**src/rtl/shifter_operand_pipe_if.sv**
```systemverilog
// Handshake and operand bus for the two-stage shifter operand pipeline.
interface shifter_operand_pipe_if #(
    parameter int unsigned WIDTH = 32,
    parameter int unsigned IMM_W = 8,
    parameter int unsigned ROT_W = 4
);
    localparam int unsigned SA_W = $clog2(WIDTH);

    logic             in_valid;
    logic             in_ready;
    logic             imm_en;
    logic [IMM_W-1:0] imm;
    logic [ROT_W-1:0] rot;
    logic [WIDTH-1:0] rm_val;
    logic [1:0]       sh_type;
    logic [SA_W-1:0]  sh_imm;
    logic             reg_sh;
    logic [7:0]       rs_val;
    logic             c_in;
    logic             out_valid;
    logic             out_ready;
    logic [WIDTH-1:0] result;
    logic             c_out;

    modport master (
        output in_valid, imm_en, imm, rot, rm_val, sh_type, sh_imm, reg_sh, rs_val, c_in, out_ready,
        input  in_ready, out_valid, result, c_out
    );

    modport slave (
        input  in_valid, imm_en, imm, rot, rm_val, sh_type, sh_imm, reg_sh, rs_val, c_in, out_ready,
        output in_ready, out_valid, result, c_out
    );
endinterface

```
**src/rtl/shifter_operand_pipe.sv**
```systemverilog
// Two-stage barrel-shifter operand pipeline: S1 registers the request,
// S2 computes the shifted/rotated operand and its carry-out.
module shifter_operand_pipe #(
    parameter int unsigned WIDTH = 32,
    parameter int unsigned IMM_W = 8,
    parameter int unsigned ROT_W = 4
) (
    input  logic                  clk,
    input  logic                  rst,
    input  logic                  flush,
    shifter_operand_pipe_if.slave bus
);
    localparam int unsigned SA_W = $clog2(WIDTH);
    localparam logic [7:0]  W8   = 8'(WIDTH);

    typedef struct packed {
        logic             imm_en;
        logic [IMM_W-1:0] imm;
        logic [ROT_W-1:0] rot;
        logic [WIDTH-1:0] rm;
        logic [1:0]       sh_type;
        logic [SA_W-1:0]  sh_imm;
        logic             reg_sh;
        logic [7:0]       rs;
        logic             c_in;
    } op_t;

    op_t              op_in;
    op_t              s1_q;
    logic             s1_valid;
    logic             s2_valid;
    logic [WIDTH-1:0] result_q;
    logic             c_out_q;
    logic             stall;

    logic [WIDTH-1:0] res_c;
    logic             cy_c;
    logic [WIDTH-1:0] tmp;
    logic [7:0]       amt;
    logic [7:0]       na;
    logic [SA_W-1:0]  ra;

    assign op_in = '{imm_en:  bus.imm_en,
                     imm:     bus.imm,
                     rot:     bus.rot,
                     rm:      bus.rm_val,
                     sh_type: bus.sh_type,
                     sh_imm:  bus.sh_imm,
                     reg_sh:  bus.reg_sh,
                     rs:      bus.rs_val,
                     c_in:    bus.c_in};

    assign stall         = s2_valid && !bus.out_ready;
    assign bus.in_ready  = !stall;
    assign bus.out_valid = s2_valid;
    assign bus.result    = result_q;
    assign bus.c_out     = c_out_q;

    // Rotate right; a zero amount returns x unchanged since both halves equal x.
    function automatic logic [WIDTH-1:0] ror_f(input logic [WIDTH-1:0] x, input logic [SA_W-1:0] r);
        logic [SA_W-1:0] lr;
        lr = SA_W'(0) - r;
        return (x >> r) | (x << lr);
    endfunction

    // Stage 1: capture the request
    always_ff @(posedge clk or posedge rst) begin
        if (rst) begin
            s1_valid <= 1'b0;
            s1_q     <= '0;
        end else if (flush) begin
            s1_valid <= 1'b0;
        end else if (!stall) begin
            s1_valid <= bus.in_valid;
            if (bus.in_valid) begin
                s1_q <= op_in;
            end
        end
    end

    // Operand and carry computation from the S1 request
    always_comb begin
        res_c = s1_q.rm;
        cy_c  = s1_q.c_in;
        tmp   = '0;
        amt   = '0;
        na    = '0;
        ra    = '0;
        if (s1_q.imm_en) begin
            ra    = SA_W'({s1_q.rot, 1'b0});
            res_c = ror_f(WIDTH'(s1_q.imm), ra);
            cy_c  = (ra == '0) ? s1_q.c_in : res_c[WIDTH-1];
        end else begin
            amt = s1_q.reg_sh ? s1_q.rs : 8'(s1_q.sh_imm);
            // Immediate #0 encodes LSR/ASR #WIDTH and RRX; LSL #0 passes through
            if (!s1_q.reg_sh && amt == 8'd0) begin
                case (s1_q.sh_type)
                    2'b01, 2'b10: amt = W8;
                    2'b11: begin
                        res_c = {s1_q.c_in, s1_q.rm[WIDTH-1:1]};
                        cy_c  = s1_q.rm[0];
                    end
                    default: ;
                endcase
            end
            if (amt != 8'd0) begin
                case (s1_q.sh_type)
                    2'b00: begin
                        res_c = s1_q.rm << amt;
                        tmp   = s1_q.rm << (amt - 8'd1);
                        cy_c  = tmp[WIDTH-1];
                    end
                    2'b01: begin
                        res_c = s1_q.rm >> amt;
                        tmp   = s1_q.rm >> (amt - 8'd1);
                        cy_c  = tmp[0];
                    end
                    2'b10: begin
                        na    = (amt > W8) ? W8 : amt;
                        tmp   = $signed(s1_q.rm) >>> (na - 8'd1);
                        cy_c  = tmp[0];
                        res_c = $signed(tmp) >>> 1;
                    end
                    default: begin
                        ra    = amt[SA_W-1:0];
                        res_c = ror_f(s1_q.rm, ra);
                        cy_c  = res_c[WIDTH-1];
                    end
                endcase
            end
        end
    end

    // Stage 2: register the result; a bubble leaves result/c_out untouched
    always_ff @(posedge clk or posedge rst) begin
        if (rst) begin
            s2_valid <= 1'b0;
            result_q <= '0;
            c_out_q  <= 1'b0;
        end else if (flush) begin
            s2_valid <= 1'b0;
        end else if (!stall) begin
            s2_valid <= s1_valid;
            if (s1_valid) begin
                result_q <= res_c;
                c_out_q  <= cy_c;
            end
        end
    end
endmodule

```
**src/flat_wrapper.sv**
```systemverilog
// flat-port wrapper written by rule: the top's interface ports become plain ports
module shifter_operand_pipe_flat 
#(
    parameter int unsigned WIDTH = 32,
    parameter int unsigned IMM_W = 8,
    parameter int unsigned ROT_W = 4
)
  (clk, rst, flush, bus_in_valid, bus_imm_en, bus_imm, bus_rot, bus_rm_val, bus_sh_type, bus_sh_imm, bus_reg_sh, bus_rs_val, bus_c_in, bus_out_ready, bus_in_ready, bus_out_valid, bus_result, bus_c_out);
  shifter_operand_pipe_if #(.WIDTH(WIDTH), .IMM_W(IMM_W), .ROT_W(ROT_W)) bus_i ();
  input  logic clk;
  input  logic rst;
  input  logic flush;
  input wire logic [$bits(bus_i.in_valid)-1:0] bus_in_valid;
  input wire logic [$bits(bus_i.imm_en)-1:0] bus_imm_en;
  input wire logic [$bits(bus_i.imm)-1:0] bus_imm;
  input wire logic [$bits(bus_i.rot)-1:0] bus_rot;
  input wire logic [$bits(bus_i.rm_val)-1:0] bus_rm_val;
  input wire logic [$bits(bus_i.sh_type)-1:0] bus_sh_type;
  input wire logic [$bits(bus_i.sh_imm)-1:0] bus_sh_imm;
  input wire logic [$bits(bus_i.reg_sh)-1:0] bus_reg_sh;
  input wire logic [$bits(bus_i.rs_val)-1:0] bus_rs_val;
  input wire logic [$bits(bus_i.c_in)-1:0] bus_c_in;
  input wire logic [$bits(bus_i.out_ready)-1:0] bus_out_ready;
  output wire logic [$bits(bus_i.in_ready)-1:0] bus_in_ready;
  output wire logic [$bits(bus_i.out_valid)-1:0] bus_out_valid;
  output wire logic [$bits(bus_i.result)-1:0] bus_result;
  output wire logic [$bits(bus_i.c_out)-1:0] bus_c_out;
  assign bus_i.in_valid = bus_in_valid;
  assign bus_i.imm_en = bus_imm_en;
  assign bus_i.imm = bus_imm;
  assign bus_i.rot = bus_rot;
  assign bus_i.rm_val = bus_rm_val;
  assign bus_i.sh_type = bus_sh_type;
  assign bus_i.sh_imm = bus_sh_imm;
  assign bus_i.reg_sh = bus_reg_sh;
  assign bus_i.rs_val = bus_rs_val;
  assign bus_i.c_in = bus_c_in;
  assign bus_i.out_ready = bus_out_ready;
  assign bus_in_ready = bus_i.in_ready;
  assign bus_out_valid = bus_i.out_valid;
  assign bus_result = bus_i.result;
  assign bus_c_out = bus_i.c_out;
  shifter_operand_pipe #(.WIDTH(WIDTH), .IMM_W(IMM_W), .ROT_W(ROT_W)) u_core (.clk(clk), .rst(rst), .flush(flush), .bus(bus_i));
endmodule
```
**config.mk**
```make
export PLATFORM = sky130hd
export DESIGN_NAME = shifter_operand_pipe_flat
export DESIGN_NICKNAME = d
export VERILOG_FILES = /design/src/rtl/shifter_operand_pipe_if.sv /design/src/rtl/shifter_operand_pipe.sv /design/src/flat_wrapper.sv
export SDC_FILE = /design/constraint.sdc
export NUM_CORES = 1
export LEC_CHECK = 0
export ABC_CLOCK_PERIOD_IN_PS = 5040
export BUFFER_PORTS_ARGS = -buffer_cell sky130_fd_sc_hd__buf_2
export CAP_MARGIN = 20
export CORE_MARGIN = 2
export CORE_UTILIZATION = 40
export DETAILED_ROUTE_END_ITERATION = 10
export GPL_TIMING_DRIVEN = 1
export HOLD_SLACK_MARGIN = 0.02
export SYNTH_ARGS = -nofsm -noshare
export SYNTH_HDL_FRONTEND = slang
export SYNTH_SLANG_ARGS = --single-unit
export TNS_END_PERCENT = 100
```
**constraint.sdc**
```tcl
create_clock -name clk -period 5.04 [get_ports clk]
set_clock_uncertainty 0.15 [all_clocks]
set_input_delay 1.26 -clock clk [delete_from_list [all_inputs] [get_ports clk]]
set_output_delay 1.26 -clock clk [all_outputs]
set_load 0.03 [all_outputs]
```
==> results.sh <==
export IMPL_setup_repair_after_global_routing_missed_its_margin="no"
export IMPL_post_synth_top_area_cell="dfrtp_1"
export IMPL_hp_class="reg -> reg"
export IMPL_synth_compound_area_frac=0.277
export IMPL_die_width_um=192
export IMPL_place_inst=2264
export IMPL_routed_via_density=7.17
export IMPL_drt_pre_antenna_iters=5
export IMPL_async_reset_ff_frac=1.00
export IMPL_synth_xor_xnor_area_share=0.00630
export IMPL_timing_hold_violations_final=0
export IMPL_worst_ir_drop_vdd_mv=0.476
export IMPL_timing_critical_path_mode_cell="buf_4"
export IMPL_power_density_cell_area_mw_per_mm2=580
export IMPL_grt_pass1_vias=15600
export IMPL_synth_seq_area_share=0.172
export IMPL_route_antenna_remaining_nets=0
export IMPL_dominantRegCellSynth="dfrtp_1"
export IMPL_portBuffers=101
export IMPL_drv_cap=0
export IMPL_timing_max_slew_rel_slack=0.122
export IMPL_combinational_family_with_the_most_area_after_synthesis="multiplexers"
export IMPL_cellInternalPower_mw=3.68
export IMPL_grt_pass1_wl_um=112000
export IMPL_ys_ff_latch=97
export IMPL_core_rowCount=68
export IMPL_worst_path_dominant_cell_family="compound AO/OA/AOI/OAI gates"
export IMPL_worstPathBufferInverterCount=3
export IMPL_worst_path_largest_cell_delay_ns=0.56
export IMPL_finish_cell_count_without_fillers=2281
export IMPL_clock_tree_from_tritoncts="yes"
export IMPL_drc=0
export IMPL_cts_htree_levels=3
export IMPL_critical_path_endpoint_type="register"
export IMPL_power_leakage_nw=6.41
export IMPL_cts_max_path_buffers=2
export IMPL_synth_simple_area_share=0.179
export IMPL_final_min_period_over_clock_period=0.956
export IMPL_cp_data_required_time_ns=5.21
export IMPL_critPathLaunch="u_core.s1_q[9]"
export IMPL_cp_data_arrival_time_ns=4.99
export IMPL_io_pins=102
export IMPL_achievable_frequency_ghz=0.207
export IMPL_initial_antenna_violation_count=0
export IMPL_setup_violations=0
export IMPL_slowest_stage="o311ai_0"
export IMPL_worst_path_max_fanout=22
export IMPL_synthAdderAreaFrac=0.00621
export IMPL_synth_warnings=0
export IMPL_tritoncts_num_buffers=9
export IMPL_outcome="completed"
export IMPL_edff_count_synth=0
export IMPL_launch_instance_of_the_worst_register_to_register_path="u_core.s1_q[9]"
export IMPL_start_util=0.407
export IMPL_core_region_area_sq_mm=0.0346
export IMPL_power_switching_share=0.590
export IMPL_gr_usage_all_layers=0.425
export IMPL_hold_path_startpoint="u_core.bus.result[21]"
export IMPL_design_die_area_sq_mm=0.0368
export IMPL_synthMostInstantiatedCell="nand2_1"
export IMPL_antennaDiodeCount=0
export IMPL_detail_route_iter0_violations=2682
export IMPL_routed_wirelength_um=78400
export IMPL_syn_cell_area_sq_mm=0.0141
export IMPL_place_detailed_hpwl_um=59700
export IMPL_die_y_um=192
export IMPL_post_synth_mux_area_share=0.297
export IMPL_clk_pin_slew_ns=0.08
export IMPL_synthesis_area_per_instance_sq_um=7.87
export IMPL_yosys_cell_types_count=102
export IMPL_mappedNetlistNets=1866
export IMPL_vias=16300
export IMPL_crit_path_start_kind="register"
export IMPL_cts_root_buffer_cell="clkbuf_16"
export IMPL_final_layout_size_suffix_gt1_frac=0.206
export IMPL_finalMaxSlewViolations=0
export IMPL_routabilityCongestion=1.13
export IMPL_instance_count_of_the_mapped_netlist=1792
export IMPL_sequentialPowerShare=0.155
export IMPL_synthTopCellsByCount="nand2_1 (234), mux2i_1 (224), nor2_1 (162)"
export IMPL_area_delta_synth_final_pct=9.78
export IMPL_synthTopCellsByArea="dfrtp_1 (17%), mux2i_1 (16%), mux4_2 (7.7%)"
export IMPL_clk_latency_ns=0.39
export IMPL_path_class="reg -> reg"
export IMPL_worstPathCellList="buf_4 -> mux2i_4 -> nand3_1 -> o21ai_0 -> nand2_1 -> ha_2 -> buf_4 -> xnor2_4 -> mux2i_1 -> a221oi_2 -> a211oi_1 -> o311ai_0 -> buf_4 -> o21ai_0 -> a21oi_1"
export IMPL_p_sw_mw=5.29
export IMPL_fin_setup_tns_ns=0
export IMPL_slew_at_the_pin_closest_to_its_max_slew_limit_ns=1.32
export IMPL_cts_hold_buffers=0
export IMPL_number_of_sinks_handled_by_clock_tree_synthesis=97
export IMPL_drt_wirelength_per_cell_um=34.4
export IMPL_yosys_area_top_type_share=0.172
export IMPL_grt_start_max_net_pins=69
export IMPL_logic_pwr_share=0.763
export IMPL_clock_power_share=0.082
export IMPL_nNetsFinal=1895
export IMPL_min_period_ns=4.82
export IMPL_grt_overflow=0
==> placed cells by master, fill, tap and decap left out, drive strengths merged, types with 7 or more instances in the layout <==
cell / instances
o22ai: 38
or3: 7
o31ai: 12
mux2: 73
nand3: 47
a21oi: 109
mux4: 48
nor2: 164
clkbuf: 10
a31oi: 31
o21a: 11
a32oi: 7
buf: 196
a211oi: 31
a221o: 9
a221oi: 17
a211o: 11
o32ai: 10
a22o: 7
a2111oi: 8
dfrtp: 97
and2: 13
a22oi: 16
inv: 20
and3: 7
a311oi: 9
mux2i: 226
o2111ai: 14
nor3: 58
o21ai: 120
o221ai: 21
nor4: 9
nand2: 235
o211ai: 33
ha: 7
==> cell families (layout without fill, tap and decap cells) <==
family,count (synthesis),in the layout
buffers and inverters,200,234
xor gates and xnor gates,8,8
AOI/OAI and AO/OA,563,563
adders and majority gates,7,7
DFF,97,97
muxes,347,347
and+or+nand+nor,570,570
==> metal layers <==
metal	up-vias	routed length (um)	track usage	share of wire
met5	-	0	0	0
met4	0	6060	0.285	0.077
met3	236	8770	0.102	0.11
met2	1195	32200	0.599	0.41
met1	7999	31400	0.572	0.40
li1	6915	-	-	-
==> flip-flops by register name, indices dropped and copies added (netlist names) <==
name and cells:
u_core.bus.result 32, u_core.bus.out_valid 1, u_core.s1_q 62, u_core.s1_valid 1, u_core.bus.c_out 1
==> power groups by stage <==
stage | Sequential (mW) | Clock, mW | Combinational [mW]
floorplan | 1.31 | 0 | 4.24
global placement | 1.37 | 0 | 6.56
detailed placement | 1.37 | 0 | 6.52
CTS | 1.36 | 0.752 | 6.55
global route | 1.38 | 0.781 | 7.09
finish | 1.39 | 0.735 | 6.85
==> repair_timing <==
item / in CTS / in global routing
setup endpoints to repair: 0 / 1
buffers inserted: 0 / 0
resized for setup: 0 / 1
==> through the flow <==
step                      instance area, sq um  setup WS [ns]  hold WS [ns]  power [mW]   util
after floorplan                          14100        0.00361         0.352        5.54      -
after global placement                   15200          0.412         0.322        7.93  0.438
after detailed placement                 15200          0.319         0.323        7.89  0.438
after CTS                                15500          0.300         0.348        8.66  0.446
after global routing                     15500        0.00179         0.395        9.25  0.447
final                                    15500          0.220         0.340        8.97  0.447
==> worst register-to-register path, stage by stage, from the launching register on <==
cell and delay [ns]:
dfrtp_1 0.39, buf_4 0.31, mux2i_4 0.54, nand3_1 0.17, o21ai_0 0.25, nand2_1 0.09, ha_2 0.29, buf_4 0.24
xnor2_4 0.35, mux2i_1 0.14, a221oi_2 0.42, a211oi_1 0.12, o311ai_0 0.56, buf_4 0.24, o21ai_0 0.24, a21oi_1 0.26
==> cell type report <==
| class | count | area, sq um |
|---|---|---|
| well taps | 455 | 569 |
| clock buffers | 10 | 229 |
| fillers | 3543 | 19100 |
| flip-flops and latches | 97 | 2430 |
| clock inverters | 6 | 65.1 |
| inverters | 22 | 85.1 |
| multi-input cells | 1495 | 10900 |
| repair buffers | 196 | 1240 |
==> worst paths after layout <==
| path | to | slack [ns] | cells after the start |
|---|---|---|---|
| min | u_core.bus.result[21] | 0.34 | 2 |
| max in group asynchronous | u_core.s1_q[18] | 2.90 | 3 |
| min reg2reg | u_core.bus.result[21] | 0.34 | 2 |
| max reg2reg | u_core.bus.result[16] | 0.22 | 15 |
| min in group asynchronous | u_core.s1_q[48] | 0.90 | 2 |
| max | u_core.bus.result[16] | 0.22 | 15 |
(Power assumes the default switching activity.)
